$ cat config.mk
export PLATFORM = sky130hd
export DESIGN_NAME = pcf_key_debounce
export DESIGN_NICKNAME = d
export VERILOG_FILES = /design/src/rtl/pcf_key_debounce.sv
export SDC_FILE = /design/constraint.sdc
export NUM_CORES = 1
export LEC_CHECK = 0
export CORE_ASPECT_RATIO = 0.6
export CORE_MARGIN = 3
export CORE_UTILIZATION = 40
export CTS_CLUSTER_DIAMETER = 100
export DETAILED_ROUTE_END_ITERATION = 16
export GPL_TIMING_DRIVEN = 1
export PLACE_DENSITY_LB_ADDON = 0.15
export SLEW_MARGIN = 40
export SYNTH_ARGS = -nofsm -noshare
export SYNTH_HDL_FRONTEND = slang
export SYNTH_SLANG_ARGS = --single-unit
$ cat constraint.sdc
create_clock -name clk -period 9.6 [get_ports clk]
set_clock_uncertainty 0.15 [all_clocks]
set_input_delay 1.92 -clock clk [delete_from_list [all_inputs] [get_ports clk]]
set_output_delay 1.92 -clock clk [all_outputs]
set_load 0.02 [all_outputs]
$ cat src/rtl/pcf_key_debounce.sv
// Debounces the active-low pin read-back of the pcf8575 expander into clean levels,
// press/release pulses and sticky press flags that drive an interrupt line.
module pcf_key_debounce #(
    parameter int WIDTH      = 16,
    parameter int TICK_DIV   = 8000,
    parameter int STABLE_CNT = 3,
    parameter int ACTIVE_LOW = 1
) (
    input  logic             clk,
    input  logic             rst,
    input  logic [WIDTH-1:0] rdata,
    input  logic             ack,
    input  logic [WIDTH-1:0] ack_mask,
    output logic [WIDTH-1:0] state,
    output logic [WIDTH-1:0] press_pulse,
    output logic [WIDTH-1:0] release_pulse,
    output logic [WIDTH-1:0] event_pend,
    output logic             irq
);

    localparam int TW = (TICK_DIV > 1) ? $clog2(TICK_DIV) : 1;
    localparam int CW = (STABLE_CNT > 1) ? $clog2(STABLE_CNT) : 1;
    localparam logic [TW-1:0]    TICK_LAST = TW'(TICK_DIV - 1);
    localparam logic [CW-1:0]    CNT_LAST  = CW'(STABLE_CNT - 1);
    localparam logic [WIDTH-1:0] INV_MASK  = (ACTIVE_LOW != 0) ? '1 : '0;

    logic [TW-1:0]    tick_cnt;
    logic             tick;
    logic [WIDTH-1:0] raw;
    logic [WIDTH-1:0] state_next;
    logic [WIDTH-1:0] rise;
    logic [WIDTH-1:0] fall;
    logic [WIDTH-1:0] ack_clr;
    logic [WIDTH-1:0] pend_next;
    logic [CW-1:0]    cnt_q    [WIDTH];
    logic [CW-1:0]    cnt_next [WIDTH];

    assign tick = (tick_cnt == TICK_LAST);
    assign raw  = rdata ^ INV_MASK;

    always_ff @(posedge clk or posedge rst) begin
        if (rst) begin
            tick_cnt <= '0;
        end else if (tick) begin
            tick_cnt <= '0;
        end else begin
            tick_cnt <= tick_cnt + TW'(1);
        end
    end

    // A single tick where raw agrees with the debounced level throws away any progress.
    always_comb begin
        state_next = state;
        for (int i = 0; i < WIDTH; i++) begin
            cnt_next[i] = cnt_q[i];
            if (tick) begin
                if (raw[i] == state[i]) begin
                    cnt_next[i] = '0;
                end else if (cnt_q[i] == CNT_LAST) begin
                    state_next[i] = raw[i];
                    cnt_next[i]   = '0;
                end else begin
                    cnt_next[i] = cnt_q[i] + CW'(1);
                end
            end
        end
    end

    assign rise    = state_next & ~state;
    assign fall    = ~state_next & state;
    assign ack_clr = ack ? ack_mask : '0;

    // Flags show up together with the press pulse, and the pulse keeps them set
    // against an ack landing in the same cycle.
    assign pend_next = (event_pend & ~ack_clr) | rise | press_pulse;

    always_ff @(posedge clk or posedge rst) begin
        if (rst) begin
            state         <= '0;
            press_pulse   <= '0;
            release_pulse <= '0;
            event_pend    <= '0;
            for (int i = 0; i < WIDTH; i++) begin
                cnt_q[i] <= '0;
            end
        end else begin
            state         <= state_next;
            press_pulse   <= rise;
            release_pulse <= fall;
            event_pend    <= pend_next;
            for (int i = 0; i < WIDTH; i++) begin
                cnt_q[i] <= cnt_next[i];
            end
        end
    end

    assign irq = |event_pend;

endmodule

==> out/results.ini, run 1 <==
[worst_setup_path]
slowest_delay_ps = 580
crit_path_max_fanout = 3
timing.critical_path.to_type = output pin
cpMaxStageDelayCell = nor4_1
crit_path_start_kind = flip-flop
worstSetupPathType = flip-flop to output pin
worstPathCellList = nor4_1 -> nand4_1 -> clkdlybuf4s50_1
required_ps = 7530
cp.arrival_ps = 2100

[synth]
synth_area_per_cell_um2 = 10.8
yosys-top-cells-area = dfrtp_1 (58%), nand2_1 (6.6%), o21ai_0 (3.7%)
synth_fp_nets = 475
ys_seq_area_share_pct = 57.8
async_flop_share_pct = 100
yosysWarnings = 0
synth_ff_type = dfrtp_1
syn_area_um2 = 4720
synth_enable_flop_cells = 0
synth_top_area_share_pct = 57.8
syn_inst = 439
ys_seq_elements = 109
synth_area_leader_cell = dfrtp_1
synthDistinctLibCells = 33

[power]
ir_drop_mv = 0.0977
power_density_nw_per_um2 = 142
total_leakage_power_nw = 2.69

[clock_network]
cts.sinks = 109
post-cts-setup-buffer-count = 0
cts_root_buf = clkbuf_16
h-tree-depth = 3
cts_hold_buf = 0
cts_tree = yes
clk_pin_slew_ps = 70
cts_buffers = 9
clk_latency_ps = 340
post_cts_resized = 0
cts.path.max_buffers = 2

[place]
portBuffers = 99
place_hpwl_mm = 7.92
gp_congestion = 0.763
place_area_um2 = 5870

[timing]
fmax_ghz = 0.240
finalHoldViolCount = 0
period_needed_ps = 4170
finalSetupTns_ps = 0
final.period_utilization_pct = 43.4
rsz0062_at_grt = no
worstMarginPinSlew_ps = 716
finalMaxSlewViolations = 0
slew_headroom_pct = 52.3
finalSetupViolations = 0

[global_route]
grt.overflow.total = 0
grt_pass1_vias = 3608
antenna_found_initial = 0
grt_usage_pct = 17.9
grt_pass1_wl_mm = 19.0
grt_max_degree = 79

[drt]
viasPerCell = 5.12
routed_wl_mm = 11.6
postRouteAntennaNets = 0
met3WireLength_um = 656
top_layer_used = met4
detail_route.iter0.violations = 197
drcViolationCount = 0
via_count = 3586
wl_met2_mm = 5.01
wire_per_inst_um = 16.5
drt-pass1-iter-count = 5
met1_length_mm = 5.82

[floorplan]
start_util_pct = 41.4
die-area_um2 = 13200
fp-row-count = 30
core_um2 = 11400
ios = 100
die_h_um = 90.2
fp.dieW_um = 146

[finish]
final_area_um2 = 6170
drive_gt1_share_pct = 6.28
n_antenna_cell = 0
most-common-layout-cells = dfrtp_1 (109), clkdlybuf4s50_1 (98), nand2_1 (82)
final_nets = 572
final_common_cell = dfrtp_1
n_fill_cell = 1019
area_growth_syn_to_layout_pct = 30.8

[flow_run]
cap_violations = 0

[worst_hold_path]
hp-class = flip-flop to flip-flop

[status]
status = complete, no violations

-- cells in the mapped netlist, types with 3 or more instances --
master,number
inv_1,3
xnor2_1,20
nor4_4,7
nor2_1,28
a21oi_1,4
a211o_1,15
dfrtp_1,109
nand3b_1,21
nand4_1,5
or3_1,13
buf_2,5
nor4_1,11
nand3_1,19
clkbuf_1,9
nor3_1,14
o21ai_0,35
mux2i_1,15
nand2_1,83
xor2_1,3
-- flip-flops by register name (all words and copies together) (netlist names) --
register       count
cnt_q             32
event_pend        16
press_pulse       16
release_pulse     16
state             16
tick_cnt          13
-- worst paths after layout --
kind                                start               end  slack, ps  depth (start not counted)
setup / recovery            event_pend[2]               irq       5430                          3
hold / removal             press_pulse[2]     event_pend[2]        320                          1
setup reg to reg              tick_cnt[0]         state[11]       6990                          6
hold reg to reg            press_pulse[2]     event_pend[2]        320                          1
max in group asynchronous             rst       tick_cnt[8]       6480                          3
min in group asynchronous             rst  release_pulse[3]       1780                          2
-- worst max-delay path: cells and delay by family (launching register included) --
family | cells | cell delay [ps]
AND/OR/NAND/NOR | 2 | 770
buffers and inverters | 1 | 580
flip-flops | 1 | 410
-- kinds of logic (layout without fill, tap and decap cells) --
logic type               Yosys count  after routing  synth area share, %
multiplexers                      15             15                 3.18
flip-flops                       109            109                 57.8
adder cells (fa/ha/maj)            1              1                0.265
AO/OA/AOI/OAI                     56             56                 7.31
XOR/XNOR                          23             23                 4.27
AND/OR/NAND/NOR                  215            215                 25.1
buffers and inverters             20            122                 2.07
-- area by class of cell --
class / count / area [um2] / share of cell area [%]
flip-flops and latches: 109 / 2730 / 44.2
multi-input cells: 310 / 1900 / 30.8
repair buffers: 103 / 1020 / 16.5
clock buffers: 13 / 270 / 4.38
well taps: 160 / 200 / 3.24
clock inverters: 3 / 42.5 / 0.689
inverters: 3 / 13.8 / 0.223
-- per-stage QoR --
stage | power [mW] | worst slack, ps | cells | hold WS (ps) | utilization, %
floorplan | 0.481 | 4660 | 439 | 312 | -
global placement | 0.503 | 5760 | 685 | 294 | 51.3
detailed placement | 0.504 | 5800 | 685 | 302 | 51.4
CTS | 0.889 | 5430 | 701 | 318 | 54.1
global route | 0.912 | 5340 | 701 | 333 | 54.1
finish | 0.877 | 5430 | 701 | 316 | 54.1
-- layer usage --
metal  vias up  global-route usage (%)
met5         -                       0
met4         0                    3.99
met3        12                    5.49
met2        87                    26.5
met1      1759                    25.9
li1       1728                       -
-- report_power, final --
group / leakage [nW] / internal [mW] / total (mW) / switching, mW
Combinational: 1.21 / 0.0156 / 0.0354 / 0.0198
Clock: 0.152 / 0.224 / 0.383 / 0.159
Sequential: 1.33 / 0.459 / 0.459 / 0.000000145
No activity file was read; power rests on OpenSTA's default activity.
==> run 2, diff against run 1 <==
Clock period 9.6 ns to 3.7 ns, I/O delays scaled along.
==> run 2 against run 1 <==
  * Worst setup slack got worse by 4600 ps
  * Die area did not move
  * Highest routed layer unchanged
  * Critical path type unchanged
  * Via count barely moved
==> out/results.ini, run 2 (synthesized netlist as in run 1, its figures left out) <==
[global_route]
antenna_found_initial = 0  ; unchanged
grt_pass1_vias = 3533  ; -2.1%
grt_max_degree = 89  ; +13%
grt_usage_pct = 17.9  ; -0.026 points
grt.overflow.total = 0  ; unchanged
grt_pass1_wl_mm = 18.7  ; -1.5%

[finish]
final_area_um2 = 6190  ; +0.18%
regMostFlops = cnt_q
area_growth_syn_to_layout_pct = 31.0
final_cells = 704  ; +0.43%
final_common_cell = dfrtp_1
n_antenna_cell = 0  ; unchanged
final_nets = 575  ; +0.52%
drive_gt1_share_pct = 6.43  ; +0.15 points
most-common-layout-cells = dfrtp_1 (109), clkdlybuf4s50_1 (98), nand2_1 (82)
largest_register_ffs = 32  ; unchanged
final_core_util_pct = 54.2  ; +0.099 points

[worst_setup_path]
crit_path_start_kind = flip-flop
timing.critical_path.to_type = output pin
cpMaxStageDelayCell = clkdlybuf4s50_1
crit_path_max_fanout = 3  ; unchanged
cp.arrival_ps = 2010  ; -90 ps
worstPathCellList = nor4_1 -> nand4_1 -> clkdlybuf4s50_1
worstSetupPathType = flip-flop to output pin
critPathBufInv = 1  ; unchanged
required_ps = 2810  ; -4720 ps
rr_worst_depth = 6  ; unchanged
critPathTopFamily = simple AND/OR/NAND/NOR gates
reg2reg_setup_slack_ps = 1260  ; -5730 ps
crit_cells = 3  ; unchanged
slowest_delay_ps = 580  ; about the same

[drt]
routed_wl_mm = 11.4  ; -1.9%
detail_route.iter0.violations = 132  ; -33%
via_count = 3589  ; +0.084%
drt-pass1-iter-count = 5  ; unchanged
wire_per_inst_um = 16.1  ; -2.3%
drcViolationCount = 0  ; unchanged
viasPerCell = 5.10  ; -0.34%
postRouteAntennaNets = 0  ; unchanged

[clock_network]
post-cts-setup-buffer-count = 0  ; unchanged
cts.sinks = 109  ; unchanged
clk_pin_slew_ps = 70  ; about the same
cts_hold_buf = 0  ; unchanged
cts_buffers = 9  ; unchanged
h-tree-depth = 3  ; unchanged
cts.path.max_buffers = 2  ; unchanged
clk_latency_ps = 340  ; about the same
post_cts_resized = 0  ; unchanged
cts_tree = yes
cts_root_buf = clkbuf_16

[floorplan]
start_util_pct = 41.4  ; unchanged
die_h_um = 90.2  ; unchanged
ios = 100  ; unchanged
core_um2 = 11400  ; unchanged
die-area_um2 = 13200  ; unchanged
fp-row-count = 30  ; unchanged
fp.dieW_um = 146  ; unchanged

[timing]
period_needed_ps = 2900
final.period_utilization_pct = 78.4
finalSetupViolations = 0  ; unchanged
rsz0062_at_grt = no
finalMaxSlewViolations = 0  ; unchanged
slew_headroom_pct = 48.4  ; -3.9 points
holdWs_ps = 314  ; -1.60 ps
fmax_ghz = 0.345
finalHoldViolCount = 0  ; unchanged
finalSetupTns_ps = 0  ; unchanged
worstMarginPinSlew_ps = 774  ; +58.4 ps
setup_ws_ps = 798  ; -4630 ps

[power]
total_leakage_power_nw = 2.70  ; +0.13%
power_density_nw_per_um2 = 363  ; +160%
ir_drop_mv = 0.224  ; +130%
p_total_mw = 2.24  ; +160%

[place]
place_hpwl_mm = 7.86  ; -0.76%
portBuffers = 99  ; unchanged
dp_slack_ps = 1150  ; -4660 ps
place_area_um2 = 5900  ; +0.55%
dp_cells = 688  ; +0.44%
gp_congestion = 0.792  ; +3.8%

[worst_hold_path]
min_path_cells = 1  ; unchanged
hp-class = flip-flop to flip-flop

[flow_run]
cap_violations = 0  ; unchanged

[status]
status = complete, no violations

run 2: changes by cell type in the layout (fill, tap and decap cells not counted), sizes merged:
cell,previous run,this run
buf,5,8
clkinv,1,2
clkbuf,13,11
clkinvlp,1,2
run 2: path summary, 6_finish.rpt:
kind	start	endpoint
setup / recovery	event_pend[2]	irq
hold / removal	press_pulse[3]	event_pend[3]
setup reg to reg	tick_cnt[0]	event_pend[6]
hold reg to reg	press_pulse[3]	event_pend[3]
max in group asynchronous	rst	release_pulse[13]
min in group asynchronous	rst	release_pulse[3]
run 2: layer usage:
metal	up-vias	track usage, %	routed length (um)
met5	-	0	0
met2	95	26.0	4850
li1	1746	-	-
met1	1738	25.9	5730
met3	10	5.39	642
met4	0	5.40	142
run 2: cell type report:
cell class                      instances  area [um2]
Sequential cell                       109        2730
Multi-Input combinational cell        310        1900
Clock inverter                          5        60.1
Timing Repair Buffer                  106        1050
Fill cell                            1009        5230
Inverter                                3        15.0
Tap cell                              160         200
Clock buffer                           11         233
run 2: report_power, final:
part | internal (mW) | leakage (nW) | switching [mW]
Clock | 0.528 | 0.140 | 0.433
Sequential | 1.19 | 1.33 | 0.000000374
Combinational | 0.0417 | 1.23 | 0.0513
Total | 1.76 | 2.70 | 0.484
run 2: worst register-to-register path, cell delays in order, from the launching register on:
cell and delay, ps:
dfrtp_1 400, ha_1 240, nand2_1 60, or3_1 680, buf_4 360, nor4_1 350, a211o_1 150
==> patch 1: new RTL, flow settings as in run 2 <==
Set the parameter `STABLE_CNT` to 6 (it was 3).
--- a/src/rtl/pcf_key_debounce.sv
+++ b/src/rtl/pcf_key_debounce.sv
@@ -4,5 +4,5 @@
     parameter int WIDTH      = 16,
     parameter int TICK_DIV   = 8000,
-    parameter int STABLE_CNT = 3,
+    parameter int STABLE_CNT = 6,
     parameter int ACTIVE_LOW = 1
 ) (
Behaviour: same outputs for any inputs over 10 cycles, from zero or initial values and one cycle with rst high; that may be too few to reach the edited logic, so the function may still have changed.
==> patch 1 against run 2 <==
Synthesized area grew 16%; sequential cell count up 16; cell area is 18% higher; critical path type unchanged; worst setup slack got worse by 0.17 ns; routed wire length grew 13%; worst hold slack better by 0.0019 ns; power is 45% higher; critical path depth is the same.
==> patch 1: results (changes against run 2) <==
metric,value,unit,change
numCtsBuffers,17,,+8
min_path_type,flop to flop,,
grt_pass1_wl,21.87,mm,+17%
antenna_found_initial,0,,unchanged
outcome,completed,,
ctsResizeCount,0,,unchanged
hold_depth,1,,unchanged
cts_setup_buffers,0,,unchanged
vias_per_cell,5.259,,+3.2%
r2r-end,state[12],,
yosys_warnings,0,,unchanged
first_pass_iters,4,,-1
fillers,1094,,+8.4%
yosysUniqueCellTypes,34,,+3.0%
synthTopCellsByCount,"dfrtp_1, nand2_1, o21ai_0",,
min_period,3.069,ns,+0.1672 ns
critPathArrivalTime,2.18,ns,+0.17 ns
hpwl,8.814,mm,+12%
ys_seq_area_frac,0.5716,,-0.006077
worstMarginPinSlew,0.7395,ns,-0.03468 ns
routed_wirelength,12.83,mm,+13%
diodes,0,,unchanged
grt_start_max_net_pins,56,,-37%
largest_reg_flops,48,,+50%
p_leak,3.174,nW,+18%
cts_htree_levels,4,,+1
grt_pass1_vias,4244,,+20%
largest_register,cnt_q,,
gp_congestion,0.7326,,-7.5%
drt-initial-drc-count,250,,+89%
clock-root-buffer,clkbuf_16,,
r2r_slack,0.99,ns,-0.27 ns
vdd_drop_max,0.0002443,V,+8.9%
layout.nets,653,,+14%
critPathMaxStageDelay,0.59,ns,
dp_slack,1.015,ns,-0.1333 ns
synth_nets,545,,+15%
crit_family,simple AND/OR/NAND/NOR gates,,
min_to,event_pend[9],,
critical-path-slowest-cell,clkdlybuf4s50_1,,
worstHoldStart,press_pulse[9],,
critPathLaunch,event_pend[12],,
r2r_cells,5,,-1
r2r_start,tick_cnt[0],,
cts.reportedPaths.clkPinSlew,0.06,ns,
p_sw_frac,0.2085,,-0.007232
path_max_fanout,3,,unchanged
grt_use_total,0.1808,,+0.001960
clk_path_buf_depth,2,,unchanged
async_flop_share,1.000,,unchanged
io_buffers,99,,unchanged
layout-drive-gt1-share,0.1063,,+0.04201
ys_top_cells_by_area,"dfrtp_1, o21ai_0, nand2_1, nor4_4, a211o_1",,
clk_latency,0.41,ns,+0.07 ns
[patch 1: final cells by class]
type / instances / area [sq um] / share of cell area
Clock buffer: 19 / 452.9 / 0.06182
Clock inverter: 13 / 190.2 / 0.02596
Tap cell: 170 / 212.7 / 0.02903
Multi-Input combinational cell: 352 / 2212 / 0.3019
Sequential cell: 125 / 3128 / 0.4269
Timing Repair Buffer: 106 / 1071 / 0.1462
Inverter: 15 / 60.06 / 0.008197
[patch 1: cells by family (layout without fill, tap and decap cells)]
kind of cell,count (synthesis),after routing,share of synthesized area
AOI/OAI and AO/OA,107,107,0.1125
adders and majority gates,1,1,0.002286
DFF,125,125,0.5716
buffers and inverters,32,153,0.02789
and+or+nand+nor,221,221,0.2490
xor gates and xnor gates,23,23,0.03681
[patch 1: power by group through the flow]
stage / logic, W / registers, W / clock network [W]
global route: 0.000124 / 0.00137 / 0.00189
floorplan: 0.0000429 / 0.00139 / 0
finish: 0.000110 / 0.00137 / 0.00178
global placement: 0.000108 / 0.00139 / 0
detailed placement: 0.000110 / 0.00139 / 0
CTS: 0.000111 / 0.00137 / 0.00182
[patch 1: through the flow]
stage / hold slack, ns / cells / instance area [sq um]
finish: 0.3160 / 800 / 7327
global route: 0.3430 / 800 / 7327
CTS: 0.3204 / 799 / 7305
detailed placement: 0.3070 / 767 / 6661
global placement: 0.2950 / 767 / 6654
floorplan: 0.2979 / 509 / 5477
[patch 1: per-layer routing]
layer / share of wire / track usage
met2: 0.43 / 0.2563
met1: 0.51 / 0.2695
met4: 0.012 / 0.05313
met3: 0.050 / 0.05096
met5: 0 / 0
[patch 1: worst max-delay path by stage]
stage / to
finish: irq
global route: irq
CTS: irq
detailed placement: state[12]
global placement: state[12]
floorplan: cnt_q[0]
==> patch 2: new RTL, config.mk and constraints of run 2 <==
Made on the original files. Register the output `irq`, cleared by the reset; this adds one clock of latency there. The other outputs are not delayed to match.
--- a/src/rtl/pcf_key_debounce.sv
+++ b/src/rtl/pcf_key_debounce.sv
@@ -95,5 +95,11 @@
     end
 
-    assign irq = |event_pend;
+    always_ff @(posedge clk or posedge rst) begin
+        if (rst) begin
+            irq <= '0;
+        end else begin
+            irq <= |event_pend;
+        end
+    end
 
 endmodule
Function: same outputs for any inputs over 10 cycles, from zero or initial values and one cycle with rst high; that may be too few to reach the edited logic, so the function may still have changed.
==> patch 2 against run 2 <==
Worst setup slack improved by 0.48 ns; critical path type is now flop to flop; power increased by 4.8%; via count increased by 0.42%; register-to-register slack improved by 0.02 ns; routed wire length increased by 1.2%; cell area increased by 1.1%; final cell count unchanged; count of clock-buffer cells in the layout decreased by 1; sequential cell count increased by 1; synthesized area increased by 0.53%; largest power group unchanged.
==> patch 2: results (changes against run 2) <==
metric,value,unit,change
outcome,completed,,
yosysUniqueCellTypes,33,,unchanged
placed_cell_area,5916,sq um,+0.30%
fillers,1018,,+0.89%
vdd_drop_max,0.0002583,V,+15%
gp_congestion,0.7635,,-3.6%
hpwl,7.842,mm,-0.25%
grt_pass1_vias,3509,,-0.68%
synth_compound_area_frac,0.07275,,-0.0003855
synthMuxAreaShare,0.03163,,-0.0001676
met1_usage,0.2640,,+0.005477
clk_latency,0.36,ns,+0.02 ns
ys_top_cells_by_area,"dfrtp_1, nand2_1, o21ai_0, xnor2_1, nand3b_1",,
crit_path_end_kind,flop,,
use_met3,0.06118,,+0.007279
grt_start_max_net_pins,111,,+25%
synth_nets,476,,+0.21%
met2_usage,0.2482,,-0.01153
grt_pass1_wl,18.58,mm,-0.81%
synthTopCellsByCount,"dfrtp_1, nand2_1, o21ai_0",,
internal-power,0.001859,W,+5.6%
clk_path_buf_depth,2,,unchanged
clock-root-buffer,clkbuf_16,,
seqPwrFrac,0.511,,-0.019
ys_seq_area_frac,0.5799,,+0.002226
synth-xor-area-share,0.04244,,-0.0002249
grt_use_total,0.1785,,-0.0003924
wl_per_cell,16.34,um,+1.2%
critPathLaunch,tick_cnt[0],,
vias,3604,,+0.42%
crit_type,flop to flop,,
worstHoldStart,press_pulse[14],,
drt-initial-drc-count,208,,+58%
worstMarginPinSlew,0.6753,ns,-0.09888 ns
critPathArrivalTime,2.56,ns,+0.55 ns
p_leak,2.730,nW,+1.2%
synth-adder-area-share,0.002636,,-0.00001397
path_max_fanout,15,,+12
[patch 2: cell types whose count changed after synthesis]
cell     before  now
dfrtp_1     109  110
[patch 2: area by class of cell]
type | count | share of cell area
Timing Repair Buffer | 105 | 0.1669
Clock inverter | 6 | 0.01521
Sequential cell | 110 | 0.4404
Inverter | 3 | 0.002402
Multi-Input combinational cell | 310 | 0.3048
Tap cell | 160 | 0.03203
Clock buffer | 10 | 0.03823
[patch 2: worst paths after layout]
kind / endpoint / slack [ns] / depth (start not counted)
hold / removal: event_pend[14] / 0.31 / 1
hold reg to reg: event_pend[14] / 0.31 / 1
setup / recovery: event_pend[2] / 1.28 / 6
max in group asynchronous: press_pulse[6] / 2.21 / 3
setup reg to reg: event_pend[2] / 1.28 / 6
min in group asynchronous: event_pend[5] / 0.74 / 3
[patch 2: kinds of logic (layout without fill, tap and decap cells)]
logic type / after synthesis / in the layout
and+or+nand+nor: 215 / 215
adders and majority gates: 1 / 1
AOI/OAI and AO/OA: 56 / 56
DFF: 110 / 110
buffers and inverters: 20 / 124
xor gates and xnor gates: 23 / 23
muxes: 15 / 15
[patch 2: power by group through the flow]
| stage | Sequential (W) | Combinational, W | Clock, W |
|---|---|---|---|
| final | 0.00120 | 0.0000927 | 0.00106 |
| after global routing | 0.00120 | 0.000104 | 0.00114 |
| after CTS | 0.00120 | 0.0000958 | 0.00108 |
| after detailed placement | 0.00122 | 0.0000952 | 0 |
| after global placement | 0.00122 | 0.0000941 | 0 |
| after floorplan | 0.00123 | 0.0000356 | 0 |
[patch 2: per-layer routing]
metal	part of all wire	up-vias	wire (um)
li1	-	1748	-
met1	0.50	1730	5759
met2	0.42	115	4824
met3	0.067	11	776
met4	0.012	0	140
met5	0	-	0
[patch 2: per-stage QoR]
stage / worst slack, ns / std cells / utilization / hold WS [ns]
3_3_place_gp: 1.205 / 688 / 0.5165 / 0.2938
5_1_grt: 1.104 / 704 / 0.5460 / 0.3342
2_1_floorplan: 1.481 / 440 / - / 0.3118
4_1_cts: 1.261 / 704 / 0.5459 / 0.3144
3_5_place_dp: 1.142 / 688 / 0.5167 / 0.2981
6_report: 1.280 / 704 / 0.5460 / 0.3132
[patch 2: worst max-delay path: stages (launching register included)]
cell	delay [ns]
dfrtp_1	0.40
ha_1	0.25
nand2_1	0.07
or3_1	0.60
buf_4	0.34
nor4_1	0.38
a211o_1	0.17
